File: src/rtl/ps2_frame_receiver.sv
// PS/2 device-to-host frame receiver with input deglitching, frame checks, timeout and byte history.
// Optional make/break decode outputs are enabled by defining PS2_BREAK_DECODE_EN.
module ps2_frame_receiver #(
  parameter int FILTER_LEN  = 8,
  parameter int TIMEOUT_CYC = 100000,
  parameter int HIST_BYTES  = 4
) (
  input  logic                    clk,
  input  logic                    rst,
  input  logic                    kclk,
  input  logic                    kdata,
  output logic [8*HIST_BYTES-1:0] keycodeout,
  output logic [7:0]              byte_out,
  output logic                    byte_valid,
  output logic                    frame_err,
  output logic [1:0]              err_code,
  output logic                    busy
`ifdef PS2_BREAK_DECODE_EN
  ,
  output logic [7:0]              key_code,
  output logic                    key_release,
  output logic                    key_ext,
  output logic                    key_valid
`endif
);

  localparam int FW = $clog2(FILTER_LEN + 1);
  localparam int TW = $clog2(TIMEOUT_CYC + 1);
  localparam int KW = 8 * HIST_BYTES;

  typedef enum logic [1:0] {IDLE = 2'd0, RECV = 2'd1, CHECK = 2'd2} state_t;

  // Odd parity holds when data plus parity bit has an odd number of ones.
  function automatic logic odd_parity_ok(input logic [8:0] v);
    return ^v;
  endfunction

  logic          kclk_s1_r, kclk_s2_r, kdata_s1_r, kdata_s2_r;
  logic          kclk_f_r, kclk_f_d_r, kdata_f_r;
  logic [FW-1:0] kclk_cnt_r, kdata_cnt_r;
  logic          fall_evt_r, fall_data_r;

  state_t        state_r, state_s;
  logic [3:0]    bitcnt_r, bitcnt_s;
  logic [9:0]    shift_r, shift_s;
  logic [TW-1:0] to_cnt_r, to_cnt_s;
  logic [KW-1:0] kc_s;
  logic [KW+7:0] kc_ext_s;
  logic [7:0]    byte_out_s;
  logic [1:0]    err_code_s;
  logic          byte_valid_s, frame_err_s, busy_s;
`ifdef PS2_BREAK_DECODE_EN
  logic          rel_r, ext_r, rel_s, ext_s;
  logic [7:0]    key_code_s;
  logic          key_release_s, key_ext_s, key_valid_s;
`endif

  // Synchronise, deglitch and detect filtered kclk falling edges.
  always_ff @(posedge clk) begin
    if (rst) begin
      {kclk_s1_r, kclk_s2_r, kdata_s1_r, kdata_s2_r} <= 4'b1111;
      kclk_f_r    <= 1'b1;
      kclk_f_d_r  <= 1'b1;
      kdata_f_r   <= 1'b1;
      kclk_cnt_r  <= '0;
      kdata_cnt_r <= '0;
      fall_evt_r  <= 1'b0;
      fall_data_r <= 1'b1;
    end else begin
      kclk_s1_r  <= kclk;
      kclk_s2_r  <= kclk_s1_r;
      kdata_s1_r <= kdata;
      kdata_s2_r <= kdata_s1_r;
      if (kclk_s2_r == kclk_f_r) begin
        kclk_cnt_r <= '0;
      end else if (kclk_cnt_r == FW'(FILTER_LEN - 1)) begin
        kclk_f_r   <= kclk_s2_r;
        kclk_cnt_r <= '0;
      end else begin
        kclk_cnt_r <= kclk_cnt_r + FW'(1);
      end
      if (kdata_s2_r == kdata_f_r) begin
        kdata_cnt_r <= '0;
      end else if (kdata_cnt_r == FW'(FILTER_LEN - 1)) begin
        kdata_f_r   <= kdata_s2_r;
        kdata_cnt_r <= '0;
      end else begin
        kdata_cnt_r <= kdata_cnt_r + FW'(1);
      end
      kclk_f_d_r  <= kclk_f_r;
      fall_evt_r  <= kclk_f_d_r & ~kclk_f_r;
      fall_data_r <= kdata_f_r;
    end
  end

  // Next-state logic; the frame is judged on the stop-bit edge so results land in the CHECK cycle.
  always_comb begin
    state_s      = state_r;
    bitcnt_s     = bitcnt_r;
    shift_s      = shift_r;
    to_cnt_s     = to_cnt_r;
    kc_s         = keycodeout;
    kc_ext_s     = {keycodeout, shift_r[8:1]};
    byte_out_s   = byte_out;
    err_code_s   = err_code;
    byte_valid_s = 1'b0;
    frame_err_s  = 1'b0;
`ifdef PS2_BREAK_DECODE_EN
    rel_s         = rel_r;
    ext_s         = ext_r;
    key_code_s    = key_code;
    key_release_s = key_release;
    key_ext_s     = key_ext;
    key_valid_s   = 1'b0;
`endif
    case (state_r)
      IDLE: begin
        if (fall_evt_r && !fall_data_r) begin
          state_s  = RECV;
          bitcnt_s = 4'd0;
          to_cnt_s = TW'(1);
        end else begin
          state_s  = IDLE;
          to_cnt_s = '0;
        end
      end
      RECV: begin
        if (fall_evt_r) begin
          shift_s  = {fall_data_r, shift_r[9:1]};
          bitcnt_s = bitcnt_r + 4'd1;
          to_cnt_s = TW'(1);
          kc_ext_s = {keycodeout, shift_s[7:0]};
          if (bitcnt_r == 4'd9) begin
            state_s = CHECK;
            if (!shift_s[9]) begin
              frame_err_s = 1'b1;
              err_code_s  = 2'b01;
            end else if (!odd_parity_ok(shift_s[8:0])) begin
              frame_err_s = 1'b1;
              err_code_s  = 2'b10;
            end else begin
              byte_valid_s = 1'b1;
              byte_out_s   = shift_s[7:0];
              kc_s         = kc_ext_s[KW-1:0];
            end
          end else begin
            state_s = RECV;
          end
        end else if (to_cnt_r == TW'(TIMEOUT_CYC - 1)) begin
          state_s     = IDLE;
          frame_err_s = 1'b1;
          err_code_s  = 2'b11;
        end else begin
          to_cnt_s = to_cnt_r + TW'(1);
        end
      end
      CHECK: begin
        state_s  = IDLE;
        to_cnt_s = '0;
      end
      default: begin
        state_s  = IDLE;
        to_cnt_s = '0;
      end
    endcase
`ifdef PS2_BREAK_DECODE_EN
    if (frame_err_s) begin
      rel_s = 1'b0;
      ext_s = 1'b0;
    end else if (byte_valid_s) begin
      if (byte_out_s == 8'hE0) begin
        ext_s = 1'b1;
      end else if (byte_out_s == 8'hF0) begin
        rel_s = 1'b1;
      end else begin
        key_valid_s   = 1'b1;
        key_code_s    = byte_out_s;
        key_release_s = rel_r;
        key_ext_s     = ext_r;
        rel_s         = 1'b0;
        ext_s         = 1'b0;
      end
    end else begin
      key_valid_s = 1'b0;
    end
`endif
    busy_s = (state_s == RECV);
  end

  // Register FSM state and all outputs.
  always_ff @(posedge clk) begin
    if (rst) begin
      state_r    <= IDLE;
      bitcnt_r   <= 4'd0;
      shift_r    <= 10'd0;
      to_cnt_r   <= '0;
      keycodeout <= '0;
      byte_out   <= 8'd0;
      err_code   <= 2'b00;
      byte_valid <= 1'b0;
      frame_err  <= 1'b0;
      busy       <= 1'b0;
`ifdef PS2_BREAK_DECODE_EN
      rel_r       <= 1'b0;
      ext_r       <= 1'b0;
      key_code    <= 8'd0;
      key_release <= 1'b0;
      key_ext     <= 1'b0;
      key_valid   <= 1'b0;
`endif
    end else begin
      state_r    <= state_s;
      bitcnt_r   <= bitcnt_s;
      shift_r    <= shift_s;
      to_cnt_r   <= to_cnt_s;
      keycodeout <= kc_s;
      byte_out   <= byte_out_s;
      err_code   <= err_code_s;
      byte_valid <= byte_valid_s;
      frame_err  <= frame_err_s;
      busy       <= busy_s;
`ifdef PS2_BREAK_DECODE_EN
      rel_r       <= rel_s;
      ext_r       <= ext_s;
      key_code    <= key_code_s;
      key_release <= key_release_s;
      key_ext     <= key_ext_s;
      key_valid   <= key_valid_s;
`endif
    end
  end

endmodule

File: config.mk
export PLATFORM = sky130hd
export DESIGN_NAME = ps2_frame_receiver
export DESIGN_NICKNAME = d
export VERILOG_FILES = /design/src/rtl/ps2_frame_receiver.sv
export SDC_FILE = /design/constraint.sdc
export NUM_CORES = 1
export LEC_CHECK = 0
export ABC_AREA = 0
export CAP_MARGIN = 15
export CELL_PAD_IN_SITES_DETAIL_PLACEMENT = 0
export CELL_PAD_IN_SITES_GLOBAL_PLACEMENT = 1
export CORE_MARGIN = 3
export CORE_UTILIZATION = 41
export DETAILED_ROUTE_END_ITERATION = 6
export HOLD_SLACK_MARGIN = 0.02
export PLACE_DENSITY_LB_ADDON = 0.12
export REMOVE_ABC_BUFFERS = 1
export SETUP_SLACK_MARGIN = 0.5
export SYNTH_ARGS = -nofsm -noshare
export SYNTH_HDL_FRONTEND = slang
export SYNTH_SLANG_ARGS = --single-unit
File: constraint.sdc
create_clock -name clk -period 2.6 [get_ports clk]
set_clock_uncertainty 0.1 [all_clocks]
set_input_delay 0.65 -clock clk [delete_from_list [all_inputs] [get_ports clk]]
set_output_delay 0.65 -clock clk [all_outputs]
set_load 0.05 [all_outputs]
# After elaboration in Yosys (flattened, before gate mapping)

Cells that the tools add are included.

$add $sub $neg: 4
Equality and inequality tests: 13
Mux-type cells: 23
Bitwise logic cells: 8
Reductions and logical operators: 16

Operators with widths:

| kind                                                            | number |
|---|---|
| 17-bit 2-to-1 mux                                               | 2 |
| 17-bit one-hot mux with 2 select lines                          | 1 |
| 17-bit by 1-bit adder with 17-bit output, second input constant | 1 |
| 17-bit == test, second input constant                           | 1 |
| 2-bit 2-to-1 mux                                                | 8 |
| 4-bit by 1-bit adder with 4-bit output, second input constant   | 3 |
| 9-bit parity                                                    | 1 |
| 4-bit by 3-bit == test with 1-bit output, second input constant | 2 |
| 1-bit 2-to-1 mux                                                | 8 |
| 4-bit 2-to-1 mux                                                | 2 |
| 4-bit one-hot mux with 2 select lines                           | 1 |
| 1-bit NOT                                                       | 7 |
| 3-bit inequality test, second input constant                    | 2 |
| 2-bit AND reduction                                             | 3 |
| 3-bit OR reduction                                              | 2 |
| 5-bit AND reduction                                             | 1 |
| 5-bit OR reduction                                              | 1 |
| 2-bit by 1-bit == test with 1-bit output, second input constant | 2 |
| 4-bit == test, second input constant                            | 1 |
| 2-bit inequality test, second input constant                    | 2 |
| 2-bit one-hot mux with 2 select lines                           | 1 |
| 4-bit AND reduction                                             | 1 |
| 2-bit nonzero test                                              | 2 |
| 3-bit AND reduction                                             | 1 |
| other kinds (7)                                                 | 8 |

Bits in registers: 95
Output and inout bits: 45

# Longest topological paths before layout

Depth after elaboration: 5
Depth in mapped cells: 8
Depth with buffers taken out: 7

# Worst setup path after synthesis

Ideal clock, no wire load.

Path kind: reg2reg
Start point: reg shift_r[4]
End point: reg keycodeout[10]
Data arrival time: 1.724 ns
Path slack: 0.648 ns
Cell stages (with the launch flop): 7
Buffers on the path: 1
Clock period less this slack: 1.952 ns
Cell sequence: dfxtp_1 > xor2_1 > xnor3_1 > mux2i_4 > buf_6 > mux2i_1 > nor2_1

Longest elaborated chain between the ends: 2

RTL lines:

| what                                 | RTL line | source |
|---|---|---|
| start: declaration                   | 45       | `logic [9:0] shift_r, shift_s;` |
| start signal: assignment             | 214      | `shift_r <= shift_s;` |
| 9-bit parity                         | 35       | `return ^v;` |
| 5-bit AND reduction (no source line) | -        |  |
| end signal: assignment               | 216      | `keycodeout <= kc_s;` |
| end: declaration                     | 12       | `output logic [8*HIST_BYTES-1:0] keycodeout,` |

Every way passes these cells.
A chain may end at the register's enable or synchronous reset.

==> impl_metrics.ini <==
[synthesis]
synth_edf_count = 0
seq_area_frac_synth_pct = 50.24
ys_warn_count = 0
synthFlopType = dfxtp_1
avgSynthCellArea_um2 = 9.573
synth_cell_types = 33
synth.cell_area_mm2 = 0.003427
async_flop_share_pct = 0
synthCells = 358
ys_seq_elements = 86

[critical_path]
cp_slowest_cell = dlygate4sd2_1
cp.required_ns = 1.85
arrival_ns = 1.26
worstPathMaxFanout = 4
cp-end-kind = primary output
max_stage_delay_ns = 0.54
crit_chain = dlygate4sd2_1
worst_setup_path_start_kind = flop
cp_num_buf_inv = 1
cp_top_family = buffers and inverters
path_class = reg2out

[detailed_routing]
via_count = 2403
wire_per_inst_um = 11.91
ant_nets = 0
drt_iter0_markers = 93
dr.pass1.iters = 4
drc = 0
routed_wl_um = 5989
via_per_inst = 4.777

[sta]
hold_viol = 0
period_share_pct = 77.47
finalMaxSlewViolations = 0
period_minus_slack_ns = 2.014
worst_pin_slew_ns = 0.5298
finalSetupViolCount = 0
tns_ns = 0
fmax_mhz = 496.5
slew_headroom_pct = 64.68
rsz0062_at_grt = no

[die]
start_util_pct = 43.23
ioPinCount = 49
core-area_mm2 = 0.007928
rows = 32
chipWidth_um = 97.43
fp.dieH_um = 97.43
dieArea_mm2 = 0.009492

[layout]
final_cell_mix = dfxtp_1, nor2_1, dlygate4sd2_1, mux2i_1, nand2_1
fillers = 767
drive_gt1_share_pct = 7.232
utilization_pct = 51.58
layout.nets = 408
layout_commonest_cell = dfxtp_1
area_growth_syn_to_layout_pct = 19.31
diodes = 0

[global_routing]
antenna_found_initial = 0
use_met2_pct = 19.87
overflow = 0
gr-max-usage-layer = met2
grt_pass1_wl_um = 10520
grt_util_met1_pct = 17.69
grt_max_degree = 38
grt_pass1_vias = 2306
grt.met3_usage_pct = 4.020
grt_usage_pct = 13.27

[placed_design]
gp_congestion = 0.7214
place_hpwl_um = 3919
port_buffers = 48

[clock_network]
path_clk_slew_ns = 0.08
root_buffer = clkbuf_8
cts_buffers = 9
cts_tree = done
clock_sinks = 86
clock_latency_ns = 0.34
htree_levels = 3
clockBufferDepth = 2

[flow_run]
drv_cap = 0

[power]
power_density_mw_per_mm2 = 540.7
vdd_drop_max_mv = 0.3020
p_leak_nw = 1.643

[outcome]
outcome = completed

[min_path]
hold_path.class = reg2reg
## path summary, 6_finish.rpt
path                      start       endpoint  slack, ns  depth (start not counted)
hold / removal       kclk_f_d_r     fall_evt_r       0.31                          2
setup reg to reg     shift_r[1]  keycodeout[6]       0.61                          6
hold reg to reg      kclk_f_d_r     fall_evt_r       0.31                          2
setup / recovery  keycodeout[0]    byte_out[0]       0.59                          1
## per-stage QoR
step           power, mW  hold slack, ns  cells  cell area [um^2]  worst slack [ns]
2_1_floorplan      1.358          0.2895    333              3281            0.1398
3_3_place_gp       1.379          0.2926    487              3926            0.5781
3_5_place_dp       1.380          0.2963    487              3926            0.5233
4_1_cts            2.258          0.3085    500              4046            0.5093
5_1_grt            2.313          0.3313    503              4089            0.5032
6_report           2.211          0.3127    503              4089            0.5857
## Yosys cell counts (5+ instances only)
| cell type | instances | share of area (%) |
|---|---|---|
| buf_4 | 8 | 1.8 |
| clkbuf_1 | 14 | 1.5 |
| nand2_1 | 28 | 3.1 |
| mux2i_1 | 33 | 9.6 |
| and3_1 | 5 | 0.91 |
| nor3_1 | 9 | 1.3 |
| xnor2_1 | 9 | 2.3 |
| a21oi_1 | 17 | 2.5 |
| or3_1 | 6 | 1.1 |
| or2_2 | 6 | 1.1 |
| nand4_1 | 9 | 1.6 |
| nand3_1 | 5 | 0.73 |
| nor2_1 | 67 | 7.3 |
| xor2_1 | 16 | 4.1 |
| ha_1 | 5 | 1.8 |
| dfxtp_1 | 86 | 50 |
## layer usage
metal	part of all wire [%]	wire length [um]
met1	52	3102
met2	42	2535
met3	4.0	239
met4	1.9	112
met5	0	0
## flip-flops by register name, summed over array words and instances, names as in the netlist
| name | flops |
|---|---|
| kdata_f_r | 1 |
| state_r | 2 |
| fall_evt_r | 1 |
| frame_err | 1 |
| kclk_f_r | 1 |
| kdata_cnt_r | 4 |
| keycodeout | 32 |
| err_code | 2 |
| kclk_f_d_r | 1 |
| busy | 1 |
| kclk_s2_r | 1 |
| fall_data_r | 1 |
| kdata_s2_r | 1 |
| kclk_s1_r | 1 |
| shift_r | 9 |
| bitcnt_r | 4 |
| to_cnt_r | 17 |
| kclk_cnt_r | 4 |
| byte_valid | 1 |
| kdata_s1_r | 1 |
## cell type report
cell class                      count  area, um^2  share of cell area [%]
Timing Repair Buffer               55       501.7                   12.27
Multi-Input combinational cell    243        1545                   37.79
Sequential cell                    86        1723                   42.14
Clock buffer                       11       141.4                   3.458
Tap cell                          102       127.6                   3.121
Clock inverter                      2       35.03                  0.8568
Inverter                            4       15.01                  0.3672
## timing repair
action | CTS | global route
gates resized for setup | 45 | 2
setup endpoints to repair | 45 | 40
setup buffers | 0 | 2
gates cloned | 0 | 1
hold buffers | 0 | 0
hold endpoints to repair | 0 | 0
## where the power goes
group | switching [mW] | internal (mW)
clock network | 0.409 | 0.453
logic | 0.0177 | 0.00896
registers | 0.00191 | 1.32
## cells by family (layout without fill, tap and decap cells)
family	after synthesis	in the layout	share of synthesized area (%)
AND/OR/NAND/NOR	149	149	20.37
flip-flops	86	86	50.24
multiplexers	34	34	10.30
buffers and inverters	29	72	4.710
AO/OA/AOI/OAI	28	28	4.856
XOR/XNOR	27	27	7.703
adder cells (fa/ha/maj)	5	5	1.825
No activity file was read; power rests on OpenSTA's default activity.
